[src/rtl/lfsr_pkg.sv]
// Shared definitions for the LFSR pattern generators.
//   LFSR_DEFAULT_WIDTH/TAPS/SEED : 4-bit maximal-length configuration, x^4 + x^3 + 1
//   lfsr_default_t               : state type for the default configuration
//   lfsr_next()                  : reference next-state function for widths 2..32
package lfsr_pkg;

  localparam int unsigned LFSR_DEFAULT_WIDTH = 4;
  localparam logic [3:0]  LFSR_DEFAULT_TAPS  = 4'b1100;
  localparam logic [3:0]  LFSR_DEFAULT_SEED  = 4'b0001;

  typedef logic [LFSR_DEFAULT_WIDTH-1:0] lfsr_default_t;

  // Next state of a Fibonacci LFSR of the given width. Bits above 'width'
  // are ignored. The all-zero state recovers to 1, which mirrors the
  // hardware lockup guard when it is run with the default seed.
  function automatic logic [31:0] lfsr_next(input logic [31:0] state,
                                            input logic [31:0] taps,
                                            input int unsigned width);
    logic [31:0] mask;
    logic [31:0] cur;
    logic        fb;
    if (width >= 32) mask = '1;
    else             mask = (32'h1 << width) - 32'h1;
    cur = state & mask;
    fb  = ^(cur & taps);
    if (cur == '0) return 32'h1;
    return ((cur << 1) | {31'h0, fb}) & mask;
  endfunction

endpackage

[src/rtl/lfsr_feedback.sv]
// Combinational feedback for a Fibonacci LFSR: XOR of every state bit whose
// tap-mask bit is set.
//   state : current register contents
//   taps  : feedback tap mask (bit i set -> state bit i contributes)
//   fb    : feedback bit that gets inserted at bit 0
module lfsr_feedback #(
  parameter int unsigned WIDTH = 4
) (
  input  logic [WIDTH-1:0] state,
  input  logic [WIDTH-1:0] taps,
  output logic             fb
);

  assign fb = ^(state & taps);

endmodule

[src/rtl/lfsr4_gen.sv]
// Free-running Fibonacci LFSR pattern generator. It advances one step on
// every rising clock edge while out of reset. There is no enable and no load.
//   clk   : rising-edge clock
//   rst_n : synchronous active-low reset; loads SEED on the edge
//   lfsr  : register state, driven straight from the flops
module lfsr4_gen
  import lfsr_pkg::*;
#(
  parameter int unsigned      WIDTH = LFSR_DEFAULT_WIDTH,
  parameter logic [WIDTH-1:0] TAPS  = LFSR_DEFAULT_TAPS,
  parameter logic [WIDTH-1:0] SEED  = LFSR_DEFAULT_SEED
) (
  input  logic             clk,
  input  logic             rst_n,
  output logic [WIDTH-1:0] lfsr
);

  // An all-zero seed would lock the register up, so it is replaced by 1.
  localparam logic [WIDTH-1:0] SEED_EFF = (SEED == '0) ? WIDTH'(1) : SEED;

  logic [WIDTH-1:0] state;
  logic             fb;

  lfsr_feedback #(
    .WIDTH (WIDTH)
  ) u_feedback (
    .state (state),
    .taps  (TAPS),
    .fb    (fb)
  );

  // Reset wins over everything. The zero guard pulls an upset or
  // uninitialised register back onto the sequence after one cycle.
  always_ff @(posedge clk) begin
    if (!rst_n) begin
      state <= SEED_EFF;
    end else if (state == '0) begin
      state <= SEED_EFF;
    end else begin
      state <= {state[WIDTH-2:0], fb};
    end
  end

  assign lfsr = state;

  // All-zero may be seen for at most one sampled cycle out of reset.
  a_no_zero_lockup : assert property (
    @(posedge clk) disable iff (!rst_n)
      !((state == '0) && ($past(state) == '0))
  );

endmodule

[config.mk]
export PLATFORM = sky130hd
export DESIGN_NAME = lfsr4_gen
export DESIGN_NICKNAME = d
export VERILOG_FILES = /design/src/rtl/lfsr_pkg.sv /design/src/rtl/lfsr_feedback.sv /design/src/rtl/lfsr4_gen.sv
export SDC_FILE = /design/constraint.sdc
export NUM_CORES = 1
export LEC_CHECK = 0
export CORE_AREA = 3 3 40 42
export CTS_CLUSTER_DIAMETER = 150
export DETAILED_ROUTE_END_ITERATION = 10
export DIE_AREA = 0 0 43 45
export GPL_TIMING_DRIVEN = 0
export PLACE_DENSITY = 0.39
export SLEW_MARGIN = 20
export SYNTH_ARGS = -nofsm -noshare
export SYNTH_HDL_FRONTEND = slang
export SYNTH_HIERARCHICAL = 1
export SYNTH_SLANG_ARGS = --single-unit
export TNS_END_PERCENT = 5
[constraint.sdc]
create_clock -name clk -period 2 [get_ports clk]
set_clock_uncertainty 0.15 [all_clocks]
set_input_delay 0.2 -clock clk [delete_from_list [all_inputs] [get_ports clk]]
set_output_delay 0.2 -clock clk [all_outputs]
set_load 0.005 [all_outputs]
# Yosys cells after proc, flatten, opt, wreduce, memory -nomap -nowiden
# Index checks and enable logic that the tools add are counted.
# op_classes
add_sub_neg,0
mul,0
n_div,0
magnitude_cmp,0
eq_ne,0
n_shift,0
n_mux,0
bitwise,1
n_reduce_logical,3
# ops
cell,count
4-bit zero test,1
4-bit parity,1
2-bit OR reduction,1
1-bit NOT,1
# totals
register_bits,4
latch_bits,0
ramBits,0
rom_bits,0
in_bits,2
out_inout_bits,4
mem_count,0

# Logic depth before layout (Yosys ltp)
# depth
ltp_word,2
ltp_mapped,4
mapped_depth_nobuf,4

# Modules after synthesis
# Netlist, hierarchy kept.
# by_module_without_submodules
module,instances,cells_per_inst,area_each_um2,seq_area_each_um2
lfsr4_gen,1,11,122.6,80.1
lfsr_feedback,1,7,41.3,0.0

# Least setup slack after synthesis
# OpenSTA, ideal clock, no wires.
# synth_path
kind,reg-to-reg
from,reg state[1] (netlist: lfsr[1])
to,reg state[0] (netlist: lfsr[0])
setup_time_ns,0.062
arrival_ns,0.892
slack_ns,0.895
path_stages_with_launch,3
path_cell_list,dfxtp_1 > or4_1 > nand3b_1
# synth_between
elab_chain_cells,2
# synth_rtl
item,line_no,rtl
from (decl),lfsr4_gen.sv:21,logic [WIDTH-1:0] state;
from (signal assigned),lfsr4_gen.sv:40,"state <= {state[WIDTH-2:0], fb};"
4-bit zero test,lfsr4_gen.sv:37,end else if (state == '0) begin
2-bit OR reduction (no source line),n/a,
# No other way between the ends.
# A chain may end at the register's enable or synchronous reset.

# Worst setup path in the final report
# layout_path
from,reg state[1] (netlist: lfsr[1])
to,out lfsr[1]
# layout_rtl
item,line_no,rtl
to (decl),lfsr4_gen.sv:15,output logic [WIDTH-1:0] lfsr
# No word-level cell between the ends.

==> flow_metrics.py <==
metrics = {
    "synth": {
        "synthCells": 18,
        "synth-seq-area-share_pct": 48.9,
        "synth_area_sq_um": 164,
        "yosysUniqueCellTypes": 9,
        "syn_area_per_cell_sq_um": 9.11,
        "synth.ff_latch_count": 4,
        "ys_warn_count": 6,
    },
    "routing": {
        "drt_iter0_markers": 6,
        "route.detailed.vias_per_inst": 3.30,
        "wl_per_cell_microns": 7.86,
        "firstDrtPassIters": 2,
        "via_count": 142,
        "drc": 0,
        "antenna_left": 0,
        "wirelength_microns": 338,
    },
    "global_route": {
        "grt_max_degree": 5,
        "grt_overflow_total": 0,
        "grt_pass1_wl_microns": 565,
        "grt_util_all_layers_pct": 4.58,
        "use_met2_pct": 5.39,
        "grt_busiest_layer": "met4",
        "grt.met3_usage_pct": 3.59,
        "met1_usage_pct": 4.58,
        "antenna_found_initial": 0,
        "grt_pass1_vias": 146,
    },
    "setup_path": {
        "cp.arrival_ns": 1.12,
        "ff2ff_setup_slack_ns": 0.86,
        "worstSetupEndpointType": "output pin",
        "start_kind": "flop",
        "worstReg2RegEnd": "lfsr[0]$_SDFF_PP1_",
        "cp_max_fo": 4,
        "critPathSlowestCell": "clkdlybuf4s50_1",
        "regToRegStartpoint": "lfsr[1]$_SDFF_PP0_",
        "max_stage_delay_ns": 0.52,
        "path_delay_family": "buffers and inverters",
        "path_buf_inv": 1,
        "required_ns": 1.65,
        "crit_chain": "clkdlybuf4s50_1",
        "startpoint": "lfsr[1]$_SDFF_PP0_",
        "reg2reg_depth": 2,
        "crit_type": "reg -> out",
    },
    "floorplan": {
        "die_area_sq_mm": 0.00194,
        "fp.dieW_microns": 43,
        "boundaryPins": 6,
        "rows": 13,
        "initial_core_util_pct": 12.8,
        "fp.coreArea_sq_mm": 0.00128,
        "die_h_microns": 45,
    },
    "power": {
        "ir_drop_uv": 214,
        "power_uw": 248,
        "powerDensity_mw_per_mm2": 945,
        "power_leakage_nw": 0.105,
    },
    "cts": {
        "clockBufferDepth": 2,
        "cts_root_buf": "clkbuf_4",
        "clk_latency_ns": 0.23,
        "cts_tree": "yes",
        "cts.sinks": 4,
        "cts_buffers": 3,
        "ctsHtreeMaxLevel": 1,
        "post_cts_buffers": 0,
        "path_clk_slew_ns": 0.04,
        "cts-resized-gates": 0,
        "holdBufCountCts": 0,
    },
    "final_layout": {
        "drive_above_1_share_pct": 14.3,
        "n_antenna_cell": 0,
        "fillCellCount": 148,
        "multi_input_area_sq_um": 91.3,
        "final_common_cell": "clkdlybuf4s50_1",
        "final_cell_mix": "clkdlybuf4s50_1 (5), dfxtp_1 (4), nand2_1 (4), conb_1 (4), clkbuf_4 (3)",
        "regArea_sq_um": 80.1,
        "num-nets-final": 32,
        "largest_reg_flops": 4,
        "syn_to_final_growth_pct": 60.3,
    },
    "placement": {
        "gp_congestion": 0.561,
        "port_buffers": 5,
    },
    "sta": {
        "setup_viol": 0,
        "grt_setup_unrepaired": "false",
        "period_needed_ns": 1.47,
        "finalSetupTns_ns": 0,
        "max_freq_mhz": 681,
        "hold_viol": 0,
        "slew_violations": 0,
        "post-route-period-util_pct": 73.5,
    },
    "run": {
        "maxCapViolCount": 0,
    },
    "worst_hold_path": {
        "hp-class": "reg -> reg",
        "min-delay-start": "lfsr[0]$_SDFF_PP1_",
        "hold_depth": 1,
        "hold_end": "lfsr[1]$_SDFF_PP0_",
    },
    "run_status": {
        "outcome": "finished, final reports clean",
    },
}
==> metal layers <==
metal | vias up | part of all wire, %
li1 | 73 | -
met1 | 63 | 50
met2 | 6 | 41
met3 | 0 | 8.9
met4 | 0 | 0
met5 | - | 0
==> worst reg2reg max path: cells and delay by family, from the launching register on <==
kind          cells  cell delay, ns
flops             1            0.33
simple gates      2            0.61
==> worst max path at each step <==
stage / to / slack [ns] / cells past startpoint
2_1_floorplan: lfsr[0]$_SDFF_PP1_ / 0.90 / 2
3_3_place_gp: lfsr[0] / 0.77 / 1
3_5_place_dp: lfsr[0] / 0.78 / 1
4_1_cts: lfsr[0] / 0.52 / 1
5_1_grt: lfsr[1] / 0.49 / 1
6_report: lfsr[1] / 0.53 / 1
==> power breakdown <==
group          total (mW)  internal, mW  switching [mW]
Sequential         0.0996        0.0904         0.00921
Combinational      0.0487        0.0332          0.0155
Clock               0.100        0.0671          0.0329
Total               0.248         0.191          0.0575
==> final cells by class <==
cell class / count / area share (%)
Tap cell: 15 / 7.14
Clock buffer: 3 / 8.57
Multi-Input combinational cell: 16 / 34.8
Timing Repair Buffer: 5 / 19.0
Sequential cell: 4 / 30.5
==> kinds of logic (layout without fill, tap and decap cells) <==
family / count (synthesis) / count (layout) / share of synthesized area [%]
other cells: 2 / 4 / 4.58
buf+inv: 0 / 8 / 0
simple gates: 9 / 9 / 30.5
xor+xnor: 3 / 3 / 16.0
flops: 4 / 4 / 48.9
==> stage by stage <==
stage | hold WS (ns) | area [sq um] | setup slack (ns) | utilization, % | instances
after global routing | 0.374 | 263 | 0.485 | 20.4 | 43
after global placement | 0.354 | 240 | 0.774 | 18.7 | 40
after detailed placement | 0.351 | 240 | 0.782 | 18.7 | 40
after CTS | 0.357 | 263 | 0.521 | 20.4 | 43
after floorplan | 0.136 | 171 | 0.895 | - | 20
final | 0.357 | 263 | 0.530 | 20.4 | 43
==> cell usage after synthesis <==
cell type,n,area (sq um)
xnor2_1,2,17.5
nand3b_1,1,7.51
conb_1,2,7.51
and2_1,2,12.5
and2_2,1,7.51
dfxtp_1,4,80.1
nand2_1,4,15.0
xor2_1,1,8.76
or4_1,1,7.51
No activity file was read; power rests on OpenSTA's default activity.
